--- config.mk ---
export PLATFORM = sky130hd
export DESIGN_NAME = seg_display_sched
export DESIGN_NICKNAME = d
export VERILOG_FILES = /design/src/rtl/seg_display_sched.sv
export SDC_FILE = /design/constraint.sdc
export NUM_CORES = 1
export LEC_CHECK = 0
export CAP_MARGIN = 30
export CORE_MARGIN = 2
export CORE_UTILIZATION = 37
export CTS_CLUSTER_SIZE = 12
export DETAILED_ROUTE_END_ITERATION = 8
export GPL_TIMING_DRIVEN = 0
export PLACE_DENSITY_LB_ADDON = 0.05
export SLEW_MARGIN = 20
export SYNTH_ARGS = -nofsm -noshare
export SYNTH_HDL_FRONTEND = slang
export SYNTH_SLANG_ARGS = --single-unit
--- constraint.sdc ---
create_clock -name Clk100M -period 3.15 [get_ports Clk100M]
set_clock_uncertainty 0.1 [all_clocks]
set_input_delay 0.63 -clock Clk100M [delete_from_list [all_inputs] [get_ports Clk100M]]
set_output_delay 0.63 -clock Clk100M [all_outputs]
set_load 0.05 [all_outputs]
--- src/rtl/seg_display_sched.sv ---
// seg_display_sched: picks the seven-segment pattern from prioritised sources, a sticky LOSE
// override and a timed page sequencer, with per-digit blinking.
module seg_display_sched #(
    parameter int N_SRC        = 4,
    parameter int N_DIG        = 4,
    parameter int N_PAGE       = 4,
    parameter int PAGE_CYCLES  = 100_000_000,
    parameter int BLINK_CYCLES = 50_000_000
) (
    input  logic                         Clk100M,
    input  logic                         Rst_n,
    input  logic [N_SRC-1:0]             srcValid,
    input  logic [N_SRC*N_DIG*8-1:0]     srcSegs,
    input  logic                         lose,
    input  logic                         clearLose,
    input  logic [N_PAGE*N_DIG*8-1:0]    pageSegs,
    input  logic                         pageStart,
    input  logic                         pageStop,
    input  logic [N_DIG-1:0]             blinkMask,
    output logic [N_DIG*8-1:0]           segOut,
    output logic [$clog2(N_SRC+2)-1:0]   srcSel,
    output logic [$clog2(N_PAGE)-1:0]    pageIdx,
    output logic                         pageDone,
    output logic                         loseActive
);
    localparam int SW  = $clog2(N_SRC+2);
    localparam int PW  = $clog2(N_PAGE);
    localparam int PCW = PAGE_CYCLES > 1 ? $clog2(PAGE_CYCLES) : 1;
    localparam int BCW = BLINK_CYCLES > 1 ? $clog2(BLINK_CYCLES) : 1;
    typedef enum logic [1:0] {IDLE, PAGING, HOLD} stateT;
    stateT state, stateNxt;
    logic [PW-1:0] pageIdxNxt;
    logic [PCW-1:0] pageCnt, pageCntNxt;
    logic [BCW-1:0] blinkCnt, blinkCntNxt;
    logic blinkOn, blinkNxt, loseNxt, paging, isNone;
    logic [N_DIG*8-1:0] srcPick, content, blinked, loseSegs, segNxt;
    logic [SW-1:0] selPick, selNxt;
    always_comb begin
        stateNxt   = state;
        pageIdxNxt = pageIdx;
        pageCntNxt = pageCnt;
        if (pageStart) begin
            stateNxt   = PAGING;
            pageIdxNxt = '0;
            pageCntNxt = '0;
        end else if (pageStop) begin
            stateNxt   = IDLE;
            pageIdxNxt = '0;
            pageCntNxt = '0;
        end else if (state == PAGING) begin
            pageCntNxt = pageCnt == PCW'(PAGE_CYCLES-1) ? '0 : pageCnt + 1'b1;
            if (pageCnt == PCW'(PAGE_CYCLES-1)) begin
                if (pageIdx == PW'(N_PAGE-1)) stateNxt = HOLD;
                else pageIdxNxt = pageIdx + 1'b1;
            end
        end
    end
    assign blinkCntNxt = blinkCnt == BCW'(BLINK_CYCLES-1) ? '0 : blinkCnt + 1'b1;
    assign blinkNxt    = blinkCnt == BCW'(BLINK_CYCLES-1) ? ~blinkOn : blinkOn;
    assign loseNxt     = lose | (loseActive & ~clearLose);
    assign paging      = stateNxt != IDLE;
    assign isNone      = !paging && srcValid == '0;
    // Reverse scan so the lowest-index valid source is the one left standing.
    always_comb begin
        srcPick = '0;
        selPick = SW'(N_SRC+1);
        for (int s = N_SRC-1; s >= 0; s--)
            if (srcValid[s]) begin
                srcPick = srcSegs[s*N_DIG*8 +: N_DIG*8];
                selPick = SW'(s);
            end
    end
    always_comb begin
        content  = paging ? pageSegs[pageIdxNxt*N_DIG*8 +: N_DIG*8] : srcPick;
        blinked  = content;
        for (int d = 0; d < N_DIG; d++)
            blinked[d*8 +: 8] = (!blinkNxt && blinkMask[d]) ? 8'hFF : content[d*8 +: 8];
        loseSegs = '1;
        loseSegs[31:0] = 32'h8692_C0C7;
        segNxt   = loseNxt ? loseSegs : isNone ? '0 : blinked;
        selNxt   = loseNxt ? SW'(N_SRC+1) : paging ? SW'(N_SRC) : selPick;
    end
    always_ff @(posedge Clk100M or negedge Rst_n) begin
        if (!Rst_n) begin
            state      <= IDLE;
            pageCnt    <= '0;
            blinkCnt   <= '0;
            blinkOn    <= 1'b1;
            segOut     <= '1;
            srcSel     <= SW'(N_SRC+1);
            pageIdx    <= '0;
            pageDone   <= 1'b0;
            loseActive <= 1'b0;
        end else begin
            state      <= stateNxt;
            pageCnt    <= pageCntNxt;
            blinkCnt   <= blinkCntNxt;
            blinkOn    <= blinkNxt;
            segOut     <= segNxt;
            srcSel     <= selNxt;
            pageIdx    <= pageIdxNxt;
            pageDone   <= stateNxt == HOLD;
            loseActive <= loseNxt;
        end
    end
endmodule

==> impl_metrics.csv <==
group,metric,value,unit
route,drt_wl_total,26500,µm
finish,syn2layout_area_growth,62.2,%
finish,multiInputGateArea,3710,µm²
finish,drive_gt1_share,11.2,%
flow_run,max-cap-violations,0,
worst_setup_path,r2r_slack,0.09,ns
pwr,vdd_drop_max,0.000234,V
floorplan,die_area,18000,µm²
floorplan,die_w,134,µm
synth,ys_ff_latch,95,
placed_design,gp_congestion,0.925,
pwr,intPower,0.00245,W
route,antenna_left,0,
global_routing,grtUsageTotal,29.2,%
clock_network,cts_made_buffers,9,
clock_network,postCtsHoldBufs,0,
synth,synth-async-reset-ratio,100,%
placed_design,placement.io_buffers,306,
clock_network,cts_tree,"done",
route,first_iter_violations,467,
finish,final_common_cell,"clkdlybuf4s50_1",
placed_design,place_area,9640,µm²
global_routing,grt_pass1_wl,39900,µm
finish,final_cell_mix,"clkdlybuf4s50_1, nor2_1, dfrtp_1, nand2_1, dfstp_2",
route,wl_per_cell,21.5,µm
global_routing,grt_max_degree,74,
worst_setup_path,crit_required,3.31,ns
placed_design,hpwl,21800,µm
sta,fin_crit_sh,97.1,%
worst_setup_path,critical_path.cell_chain,"or4b_1 -> nor4_4 -> and3_1 -> buf_2 -> nor2_2 -> buf_2 -> a211oi_1 -> a211oi_1",
worst_setup_path,cp.arrival,3.21,ns
sta,finalHoldViolCount,0,
sta,rsz0062_at_grt,"yes",
pwr,p_clk_share,36.4,%
sta,worst_slew_pin_slew,0.812,ns
pwr,p_switching,0.000897,W
sta,fmax,327,MHz
sta,final-setup-viol-count,0,
pwr,seqPwrFrac,38.6,%
floorplan,core_area,16600,µm²
clock_network,cts_max_path_buffers,2,
floorplan,start_util,37.8,%
sta,relSlewSlack,45.4,%
placed_design,post-place-ws,-0.649,ns
clock_network,clock_latency,0.35,ns
status,status,"completed",
pwr,power_frac_comb,25.0,%
pwr,switching_share,26.8,%
synth,synth_ff_type,"dfrtp_1",
pwr,power_leakage,3.99,nW
synth,syn_avg_cell_area,9.17,µm²
floorplan,fp.dieH,134,µm
worst_setup_path,cp_top_family,"simple AND/OR/NAND/NOR gates",
floorplan,rows,47,
finish,fillCellCount,1501,
worst_setup_path,critPathMaxStageDelay,0.60,ns
worst_setup_path,critPathSlowestCell,"or4b_1",
global_routing,grt_pass1_vias,6900,
clock_network,htreeDepth,3,
pwr,powerDensity,329,nW/µm²
synth,synth_edf_count,0,
route,via_per_inst,5.69,
clock_network,clock-root-buffer,"clkbuf_16",
floorplan,ios,309,
synth,synth_cell_types,58,
worst_setup_path,worstSetupPathType,"reg2reg",
global_routing,antenna_found_initial,2,
synth,yosysSeqAreaShare,38.6,%
global_routing,grt.overflow.total,0,
pwr,total_power,0.00334,W
route,num_vias,7018,
sta,period_needed,3.06,ns
worst_setup_path,path_buf_inv,2,
synth,synth.net_count,955,
sta,fin_ws,0.0912,ns
finish,final_nets,1279,
route,drt_first_pass_iters,6,
worst_setup_path,critPathLaunchType,"flop",
worst_setup_path,end_kind,"flop",
hold_path,hold_path.class,"in2async",
worst_setup_path,cp_max_fo,10,
synth,yosys_warnings,0,
clock_network,cts_sinks,95,
finish,final_cell_area,10200,µm²
finish,regArea,2420,µm²
sta,slew_violations,0,
route,route.detailed.drc,0,
clock_network,cts.clk_slew.worst_paths,0.07,ns
synth,synthesis.area,6270,µm²
synth,syn_inst,683,
==> synth_stat cells, types with 3 or more instances <==
cell type    n  area (µm²)
nor2_1     101         379
mux2i_1     20         200
o31ai_1      9        67.6
nor4_1       5        31.3
a21oi_1      9        45.0
a31oi_1      5        31.3
a221o_1     32         320
or3_1        3        18.8
and4_1       6        52.6
and2_1       4        25.0
nand3_1     33         165
o221ai_1    13         114
a211oi_1    23         173
nand4_1     11        68.8
nor4b_1      3        26.3
nor3_1       6        30.0
buf_1        3        11.3
buf_2        5        25.0
nor2b_1      5        31.3
xnor2_1     14         123
and3_1      23         144
o21ai_0     22         110
nand2_1     38         143
a2111oi_2   13         195
a2111oi_0    6        52.6
inv_1       15        56.3
clkbuf_1    35         131
o211ai_1    14         105
a22oi_1     32         240
dfrtp_1     60        1500
dfstp_2     35         920
a221oi_1    19         166
xor2_1      30         263
==> final timing paths <==
check                                           to                  start  cells after the start
setup / recovery               segOut[5]$_DFF_PN1_  blinkCnt[8]$_DFF_PN0_                      8
min in group Clk100M         blinkCnt[4]$_DFF_PN0_  blinkCnt[4]$_DFF_PN0_                      1
max in group asynchronous     segOut[29]$_DFF_PN1_                  Rst_n                      2
hold / removal             pageCnt[13]$_DFFE_PN0P_                  Rst_n                      1
setup reg to reg               segOut[5]$_DFF_PN1_  blinkCnt[8]$_DFF_PN0_                      8
hold reg to reg              blinkCnt[4]$_DFF_PN0_  blinkCnt[4]$_DFF_PN0_                      1
==> final cells by class <==
| type | instances | share of cell area, % |
|---|---|---|
| Antenna cell | 2 | 0.0492 |
| Timing Repair Buffer | 314 | 31.0 |
| Inverter | 16 | 0.591 |
| Sequential cell | 95 | 23.8 |
| Multi-Input combinational cell | 526 | 36.5 |
| Buffer | 45 | 2.06 |
| Clock buffer | 10 | 2.35 |
| Clock inverter | 6 | 0.911 |
| Tap cell | 220 | 2.71 |
==> sequential cells by signal, indices dropped and copies added, names as in the netlist <==
register,count
loseActive,1
pageIdx,2
state,2
blinkOn,1
blinkCnt,26
segOut,32
pageDone,1
pageCnt,27
srcSel,3
==> logic make-up (layout without fill, tap and decap cells) <==
logic type / Yosys count / in the layout / synth area share, %
buf+inv: 62 / 391 / 4.11
compound gates: 207 / 207 / 27.4
other cells: 0 / 2 / 0
xor+xnor: 44 / 44 / 6.15
mux: 21 / 21 / 3.41
simple gates: 252 / 252 / 19.9
fa+ha+maj: 2 / 2 / 0.399
flops: 95 / 95 / 38.6
==> stage by stage <==
stage                     setup TNS [ns]  utilization, %  hold slack, ns  cells
after detailed placement           -7.94            58.1           0.366   1211
after global placement           -183.98            57.9           0.372   1209
after floorplan                        0               -           0.234    683
after CTS                              0            60.7          0.0232   1229
after global routing              -0.611            61.3          0.0336   1233
final                                  0            61.3          0.0282   1234
==> power groups by stage <==
stage	combinational (W)	sequential [W]	clock, W
after floorplan	0.000191	0.00142	0
after global placement	0.000812	0.00131	0
after detailed placement	0.000819	0.00131	0
after CTS	0.000827	0.00129	0.00124
after global routing	0.000885	0.00129	0.00129
final	0.000836	0.00129	0.00122
==> per-layer routing <==
metal | up-vias | share of wire [%] | global-route usage [%]
li1 | 3290 | - | -
met1 | 3374 | 40 | 37.1
met2 | 292 | 48 | 47.8
met3 | 60 | 7.9 | 6.80
met4 | 2 | 3.9 | 12.5
met5 | - | 0.049 | 0
==> timing repair <==
action                     CTS  global route
pin swaps                    1             4
gates resized for setup     15            23
setup endpoints to repair   33            31
setup buffers                2             4
(Power assumes the default switching activity.)
